File: config.mk
export PLATFORM = sky130hd
export DESIGN_NAME = prog_loader
export DESIGN_NICKNAME = d
export VERILOG_FILES = /design/src/rtl/prog_loader_pkg.sv /design/src/rtl/prog_loader_cksum.sv /design/src/rtl/prog_loader.sv
export SDC_FILE = /design/constraint.sdc
export NUM_CORES = 1
export LEC_CHECK = 0
export ABC_AREA = 1
export CAP_MARGIN = 20
export CORE_MARGIN = 8
export CORE_UTILIZATION = 52
export CTS_BUF_LIST = sky130_fd_sc_hd__clkbuf_16
export CTS_CLUSTER_DIAMETER = 50
export DETAILED_ROUTE_END_ITERATION = 10
export PLACE_DENSITY_LB_ADDON = 0.2
export SLEW_MARGIN = 15
export SYNTH_ARGS = -nofsm -noshare
export SYNTH_HDL_FRONTEND = slang
export SYNTH_SLANG_ARGS = --single-unit
File: constraint.sdc
create_clock -name clk -period 4.6 [get_ports clk]
set_clock_uncertainty 0.2 [all_clocks]
set_input_delay 0.92 -clock clk [delete_from_list [all_inputs] [get_ports clk]]
set_output_delay 0.92 -clock clk [all_outputs]
set_load 0.005 [all_outputs]
File: src/rtl/prog_loader_pkg.sv
// prog_loader shared definitions: FSM state encoding and default load address.
// Latency: n/a (types and constants only).
// Backpressure: n/a.
package prog_loader_pkg;

  // Default address of the first program byte.
  localparam logic [7:0] DEF_BASE_ADDR = 8'h00;

  // CHECK and ERROR are only reachable in the checksum build.
  typedef enum logic [2:0] {
    IDLE  = 3'd0,
    LOAD  = 3'd1,
    CHECK = 3'd2,
    DONE  = 3'd3,
    ERROR = 3'd4
  } state_t;

endpackage

File: src/rtl/prog_loader_cksum.sv
// loader_cksum: 8-bit modular accumulator used to validate a loaded image.
// Latency: sum reflects an add one cycle after add_en.
// Backpressure: none; the caller qualifies add_en with its own handshake.
module loader_cksum #(
  parameter int W = 8
) (
  input  logic         clk,
  input  logic         reset,
  input  logic         clear,
  input  logic         add_en,
  input  logic [W-1:0] add_data,
  output logic [W-1:0] sum
);

  // Clear may coincide with the first add, so clear restarts the sum at add_data.
  always_ff @(posedge clk or posedge reset) begin
    if (reset) begin
      sum <= '0;
    end else if (clear) begin
      sum <= add_en ? add_data : '0;
    end else if (add_en) begin
      sum <= sum + add_data;
    end
  end

endmodule

File: src/rtl/prog_loader.sv
// prog_loader: streams a length-prefixed program image into memory, then releases the CPU.
// Latency: each accepted data byte is written in the following cycle; done rises the cycle after the last write.
// Backpressure: registered in_ready, high only while a byte can be consumed; optional checksum via PROG_LOADER_CKSUM_EN.
module prog_loader
  import prog_loader_pkg::*;
#(
  parameter int               ADDR_W    = 8,
  parameter int               DATA_W    = 8,
  parameter logic [ADDR_W-1:0] BASE_ADDR = ADDR_W'(DEF_BASE_ADDR)
) (
  input  logic              clk,
  input  logic              reset,
  input  logic              in_valid,
  input  logic [DATA_W-1:0] in_data,
  output logic              in_ready,
  input  logic              reload,
  output logic              mem_we,
  output logic [ADDR_W-1:0] mem_addr,
  output logic [DATA_W-1:0] mem_data,
  output logic              cpu_hold,
  output logic              done,
  output logic              error
);

  state_t            state;
  logic [DATA_W-1:0] counter;
  logic [ADDR_W-1:0] addr_ptr;
  logic              accept;
  logic              last_byte;

  assign accept    = in_valid & in_ready;
  assign last_byte = (counter == DATA_W'(1));

`ifdef PROG_LOADER_CKSUM_EN
  logic [DATA_W-1:0] sum;
  logic [DATA_W-1:0] sum_next;
  logic              error_r;

  // Length, data and checksum bytes all pass through the same handshake.
  loader_cksum #(.W(DATA_W)) u_cksum (
    .clk      (clk),
    .reset    (reset),
    .clear    (accept && (state == IDLE)),
    .add_en   (accept),
    .add_data (in_data),
    .sum      (sum)
  );

  assign sum_next = sum + in_data;
  assign error    = error_r;
`else
  assign error = 1'b0;
`endif

  // Loader FSM with registered handshake, memory-write and CPU-control outputs.
  always_ff @(posedge clk or posedge reset) begin
    if (reset) begin
      state    <= IDLE;
      in_ready <= 1'b0;
      mem_we   <= 1'b0;
      mem_addr <= BASE_ADDR;
      mem_data <= '0;
      cpu_hold <= 1'b1;
      done     <= 1'b0;
      counter  <= '0;
      addr_ptr <= BASE_ADDR;
`ifdef PROG_LOADER_CKSUM_EN
      error_r  <= 1'b0;
`endif
    end else begin
      mem_we <= 1'b0;
      case (state)
        IDLE: begin
          in_ready <= 1'b1;
          if (accept) begin
            counter  <= in_data;
            addr_ptr <= BASE_ADDR;
            if (in_data == '0) begin
`ifdef PROG_LOADER_CKSUM_EN
              state <= CHECK;
`else
              state    <= DONE;
              in_ready <= 1'b0;
`endif
            end else begin
              state <= LOAD;
            end
          end
        end
        LOAD: begin
          if (accept) begin
            mem_we   <= 1'b1;
            mem_addr <= addr_ptr;
            mem_data <= in_data;
            addr_ptr <= addr_ptr + ADDR_W'(1);
            counter  <= counter - DATA_W'(1);
            if (last_byte) begin
`ifdef PROG_LOADER_CKSUM_EN
              state <= CHECK;
`else
              state    <= DONE;
              in_ready <= 1'b0;
`endif
            end
          end
        end
`ifdef PROG_LOADER_CKSUM_EN
        CHECK: begin
          if (accept) begin
            in_ready <= 1'b0;
            if (sum_next == '0) begin
              state <= DONE;
            end else begin
              state   <= ERROR;
              error_r <= 1'b1;
            end
          end
        end
        ERROR: begin
          cpu_hold <= 1'b1;
          if (reload) begin
            state    <= IDLE;
            in_ready <= 1'b1;
            error_r  <= 1'b0;
          end
        end
`endif
        DONE: begin
          // Release is delayed one cycle past entry so the trailing write lands first.
          if (reload) begin
            state    <= IDLE;
            in_ready <= 1'b1;
            cpu_hold <= 1'b1;
            done     <= 1'b0;
          end else begin
            in_ready <= 1'b0;
            cpu_hold <= 1'b0;
            done     <= 1'b1;
          end
        end
        default: begin
          state    <= IDLE;
          in_ready <= 1'b0;
        end
      endcase
    end
  end

endmodule
# Yosys cells after proc, flatten, opt, wreduce, memory -nomap -nowiden
# Cells that the tools add are included.
# classes
addsub	2
n_eq_ne	7
mux	21
n_bitwise	1
reduce_logical	7
# ops
operator	count
two-way mux 8 bit	4
case mux 8 bit (2 select lines)	2
two-way mux 3 bit	4
case mux 3 bit (3 select lines)	1
adder 8 x 1 -> 8 bit, second input constant	1
== test 8 x 1 -> 1 bit, second input constant	1
zero test 8 bit	1
two-way mux 1 bit	8
inequality test 2 bit, second input constant	4
subtractor 8 x 1 -> 8 bit, second input constant	1
AND reduction 2 bit	2
AND reduction 4 bit	1
== test 3 x 1 -> 1 bit, second input constant	1
== test 3 x 2 -> 1 bit, second input constant	1
zero test 3 bit	1
case mux 1 bit (3 select lines)	1
AND reduction 3 bit	1
two-way mux 2 bit	1
nonzero test 2 bit	1
AND 1 bit	1
# totals
register_bits	39
input_bits	12
word_cells	47

# Longest topological paths before layout
# depth
depth_word	4
ltp_mapped	10

# Worst setup path before layout
# Ideal clock, no wire load.
# synth_timing
path_kind	input to register
start	input port in_valid
end	register mem_data[2]
setup_ns	0.117
arrival_ns	1.482
required_ns	4.283
setup_slack_ns	2.800
path_stages	6
n_path_buf	1
path_cell_list	nand2_2 > nor2_4 > inv_2 > buf_6 > nand2_1 > o21ai_2
# synth_via
elab_chain_cells	2
# synth_rtl
element	line_no	rtl
start, declared	prog_loader.sv:13	input logic in_valid,
AND 1 bit	prog_loader.sv:31	assign accept = in_valid & in_ready;
AND reduction 2 bit (no source line)	-	
end signal, assigned	prog_loader.sv:94	mem_data <= in_data;
end, declared	prog_loader.sv:19	output logic [DATA_W-1:0] mem_data,
# No other way between the ends.
# A chain may end at the register's enable or synchronous reset.

# Worst setup path after layout
# layout_timing
start	input port in_valid
end	register mem_addr[4]
# layout_via
elab_chain_cells	2
# layout_rtl
element	line_no	rtl
AND 1 bit	prog_loader.sv:31	
AND reduction 2 bit (no source line)	-	
end signal, assigned	prog_loader.sv:93	mem_addr <= addr_ptr;
end, declared	prog_loader.sv:18	output logic [ADDR_W-1:0] mem_addr,
# No other way between the ends.

==> impl_metrics.py <==
metrics = {
    "drt": {
        "vias_per_cell": 4.994,
        "dr.pass1.iters": 4,
        "ant_nets": 0,
        "drc": 0,
        "wl_mm": 4.171,
        "routedWlPerCell_um": 12.68,
        "drt_iter0_markers": 86,
        "vias": 1643,
    },
    "die": {
        "core_area_um2": 3716,
        "start_util": 0.5455,
        "pin_count": 33,
        "die_area_um2": 6152,
        "num_rows": 22,
        "die_h_um": 78.44,
        "dieWidth_um": 78.44,
    },
    "critical_path": {
        "critPathKind": "in2reg",
        "r2r_end": "mem_addr[4]",
        "ff2ff_path_depth": 7,
        "r2r_start": "state[1]",
        "cp-end-kind": "flop",
        "r2r_slack_ns": 2.19,
        "slowest_stage": "clkdlybuf4s50_1",
        "crit_path_cell_trace": "clkdlybuf4s50_1, nand2_2, nor2_4, inv_2, nand2_1, o21ai_2",
        "critPathArrivalTime_ns": 2.41,
        "cpPeakStageDelay_ns": 0.54,
        "worstPathRequired_ns": 4.55,
        "worstSetupStartpointType": "input pin",
        "worstPathMaxFanout": 26,
    },
    "synthesis": {
        "seq_area_frac_synth": 0.4698,
        "synth.avg_cell_area_um2": 8.140,
        "synth_fa_ha_area_frac": 0.03704,
        "yosys.area_share.simple": 0.2660,
        "syn-cell-area_um2": 2027,
        "synth_compound_area_frac": 0.1265,
        "yosysUniqueCellTypes": 29,
        "synth-seq-cells": 38,
        "synth_xor_area_frac": 0.004321,
        "muxShareOfSynthArea": 0,
        "syn_nets": 267,
        "synth_top_family_by_area": "simple AND/OR/NAND/NOR gates",
        "synthCells": 249,
        "yosysWarnings": 0,
    },
    "pwr": {
        "p_comb_frac": 0.389,
        "p_switching_mw": 0.5737,
        "peakVddDrop_v": 0.0004400,
        "p_sw_frac": 0.3537,
        "power_density_nw_per_um2": 643.3,
        "clkPwrFrac": 0.269,
        "intPower_mw": 1.048,
        "seq_power_share": 0.342,
        "p_leak_nw": 1.242,
    },
    "cells_and_area": {
        "areaGrowthSynthToFinish_pct": 24.38,
        "drive_gt1_frac": 0.09609,
        "diodes": 0,
        "mostFrequentLayoutCell": "nand2_1",
        "final_cell_mix": "89 x nand2_1, 37 x dfrtp_1, 31 x clkdlybuf4s50_1, 29 x inv_1",
        "num-nets-final": 298,
        "fin_cells": 329,
    },
    "placement": {
        "dp.cells": 321,
        "routabilityCongestion": 0.8544,
        "io_buffers": 31,
        "dp_hpwl_mm": 3.000,
    },
    "timing": {
        "hold_violations": 0,
        "rsz0062_at_grt": "no",
        "fmax_mhz": 406.2,
        "fin_setup_tns_ns": 0,
        "max_slew_margin": 0.5836,
        "fin_crit_ns": 2.462,
        "whs_ns": 0.2733,
        "setup_viol": 0,
        "tightest_slew_ns": 0.6245,
        "fin_crit_sh": 0.5351,
        "report.final.slew_viol_count": 0,
    },
    "worst_hold_path": {
        "min_to": "mem_addr[6]",
        "holdCritStartpoint": "mem_addr[6]",
        "worstHoldPathCells": 2,
        "hold_path_class": "reg2reg",
    },
    "clock_network": {
        "root_buffer": "clkbuf_16",
        "worst_skew_pair.late_latency_ns": 0.28,
        "path_clk_slew_ns": 0.06,
        "numCtsBuffers": 5,
        "cts_hold_buffers": 0,
        "cts_tree": "yes",
        "cts_setup_buffers": 0,
        "cts_sinks": 38,
        "clock_path_buffers": 2,
        "htreeDepth": 2,
        "ctsResizeCount": 0,
    },
    "outcome": {
        "outcome": "finished clean",
    },
    "global_route": {
        "grt_pass1_wl_mm": 7.293,
        "grt_max_degree": 39,
        "first_global_vias": 1652,
        "grt_antenna_before_repair": 0,
        "grtUsageTotal": 0.1442,
        "grt_remaining_overflow": 0,
    },
    "run": {
        "maxCapViolCount": 0,
    },
}
-- metal layers --
| layer | routed length, µm | vias up | part of all wire | global-route usage |
|---|---|---|---|---|
| met5 | 0 | - | 0 | 0 |
| met4 | 79 | 0 | 0.019 | 0.04815 |
| met3 | 205 | 9 | 0.049 | 0.03986 |
| met2 | 2098 | 33 | 0.50 | 0.2527 |
| met1 | 1787 | 754 | 0.43 | 0.1649 |
| li1 | - | 847 | - | - |
-- critical path: cells and delay by family --
family                 cells  cell delay, ns
AOI/OAI and AO/OA          1            0.06
buffers and inverters      2            0.83
and+or+nand+nor            3            0.61
-- cells in the mapped netlist --
cell type	number	area [µm²]
nand2_1	89	334.1
dfrtp_1	37	925.9
inv_1	29	108.9
nand3_1	16	80.08
o21ai_0	16	80.08
nor2_1	13	48.80
o21ai_2	9	78.83
ha_1	6	75.07
buf_6	4	45.04
nand4_1	4	25.02
a21oi_1	3	15.01
buf_4	3	22.52
o211ai_1	2	15.01
o21a_1	2	15.01
o21bai_1	2	15.01
a21oi_2	1	8.760
a21oi_4	1	16.27
buf_2	1	5.000
conb_1	1	3.750
dfstp_2	1	26.28
inv_2	1	3.750
inv_4	1	6.260
nand2_2	1	6.260
nand2_4	1	11.26
nand3_4	1	17.52
nor2_4	1	11.26
nor3_1	1	5.000
o22ai_2	1	12.51
xnor2_1	1	8.760
-- how the worst max path moves through the flow --
| stage | depth (start not counted) | to | slack (ns) | startpoint |
|---|---|---|---|---|
| after global placement | 6 | mem_addr[3] | 1.88 | in_valid |
| after CTS | 6 | mem_addr[2] | 2.14 | in_valid |
| final | 6 | mem_addr[4] | 2.14 | in_valid |
| after floorplan | 1 | addr_ptr[0] | 2.62 | reset |
| after global routing | 7 | mem_data[6] | 2.00 | state[1] |
| after detailed placement | 6 | mem_addr[2] | 1.86 | in_valid |
-- power groups by stage --
stage,Clock [mW],Sequential (mW),Combinational [mW]
final,0.436,0.555,0.631
after global routing,0.462,0.573,0.722
after CTS,0.447,0.555,0.642
after detailed placement,0,0.559,0.636
after global placement,0,0.556,0.623
after floorplan,0,0.549,0.441
-- registers in the layout (all words and copies together) (netlist names) --
name,flops
addr_ptr,8
mem_we,1
done,1
state,2
in_ready,1
mem_data,8
counter,8
mem_addr,8
cpu_hold,1
-- stage by stage --
step	worst slack [ns]	total power [mW]	area (µm²)	utilization
2_1_floorplan	2.621	0.9907	2027	-
3_3_place_gp	1.881	1.179	2332	0.6276
3_5_place_dp	1.855	1.195	2332	0.6276
4_1_cts	2.140	1.644	2521	0.6785
5_1_grt	1.998	1.757	2521	0.6785
6_report	2.138	1.622	2521	0.6785
-- cell type report --
type,count,area (µm²)
fill,294,1195
timing repair buffer,32,317.8
sequential,38,952.2
clock buffer,5,125.1
multi-input combinational,172,883.3
clock inverter,3,63.81
inverter,31,118.9
tap,48,60.06
-- cells by family (layout without fill, tap and decap cells) --
family          count (synthesis)  after routing
xor+xnor                        1              1
compound gates                 37             37
other cells                     1              1
buf+inv                        39             71
flops                          38             38
fa+ha+maj                       6              6
simple gates                  127            127
No activity file was read; power rests on OpenSTA's default activity.
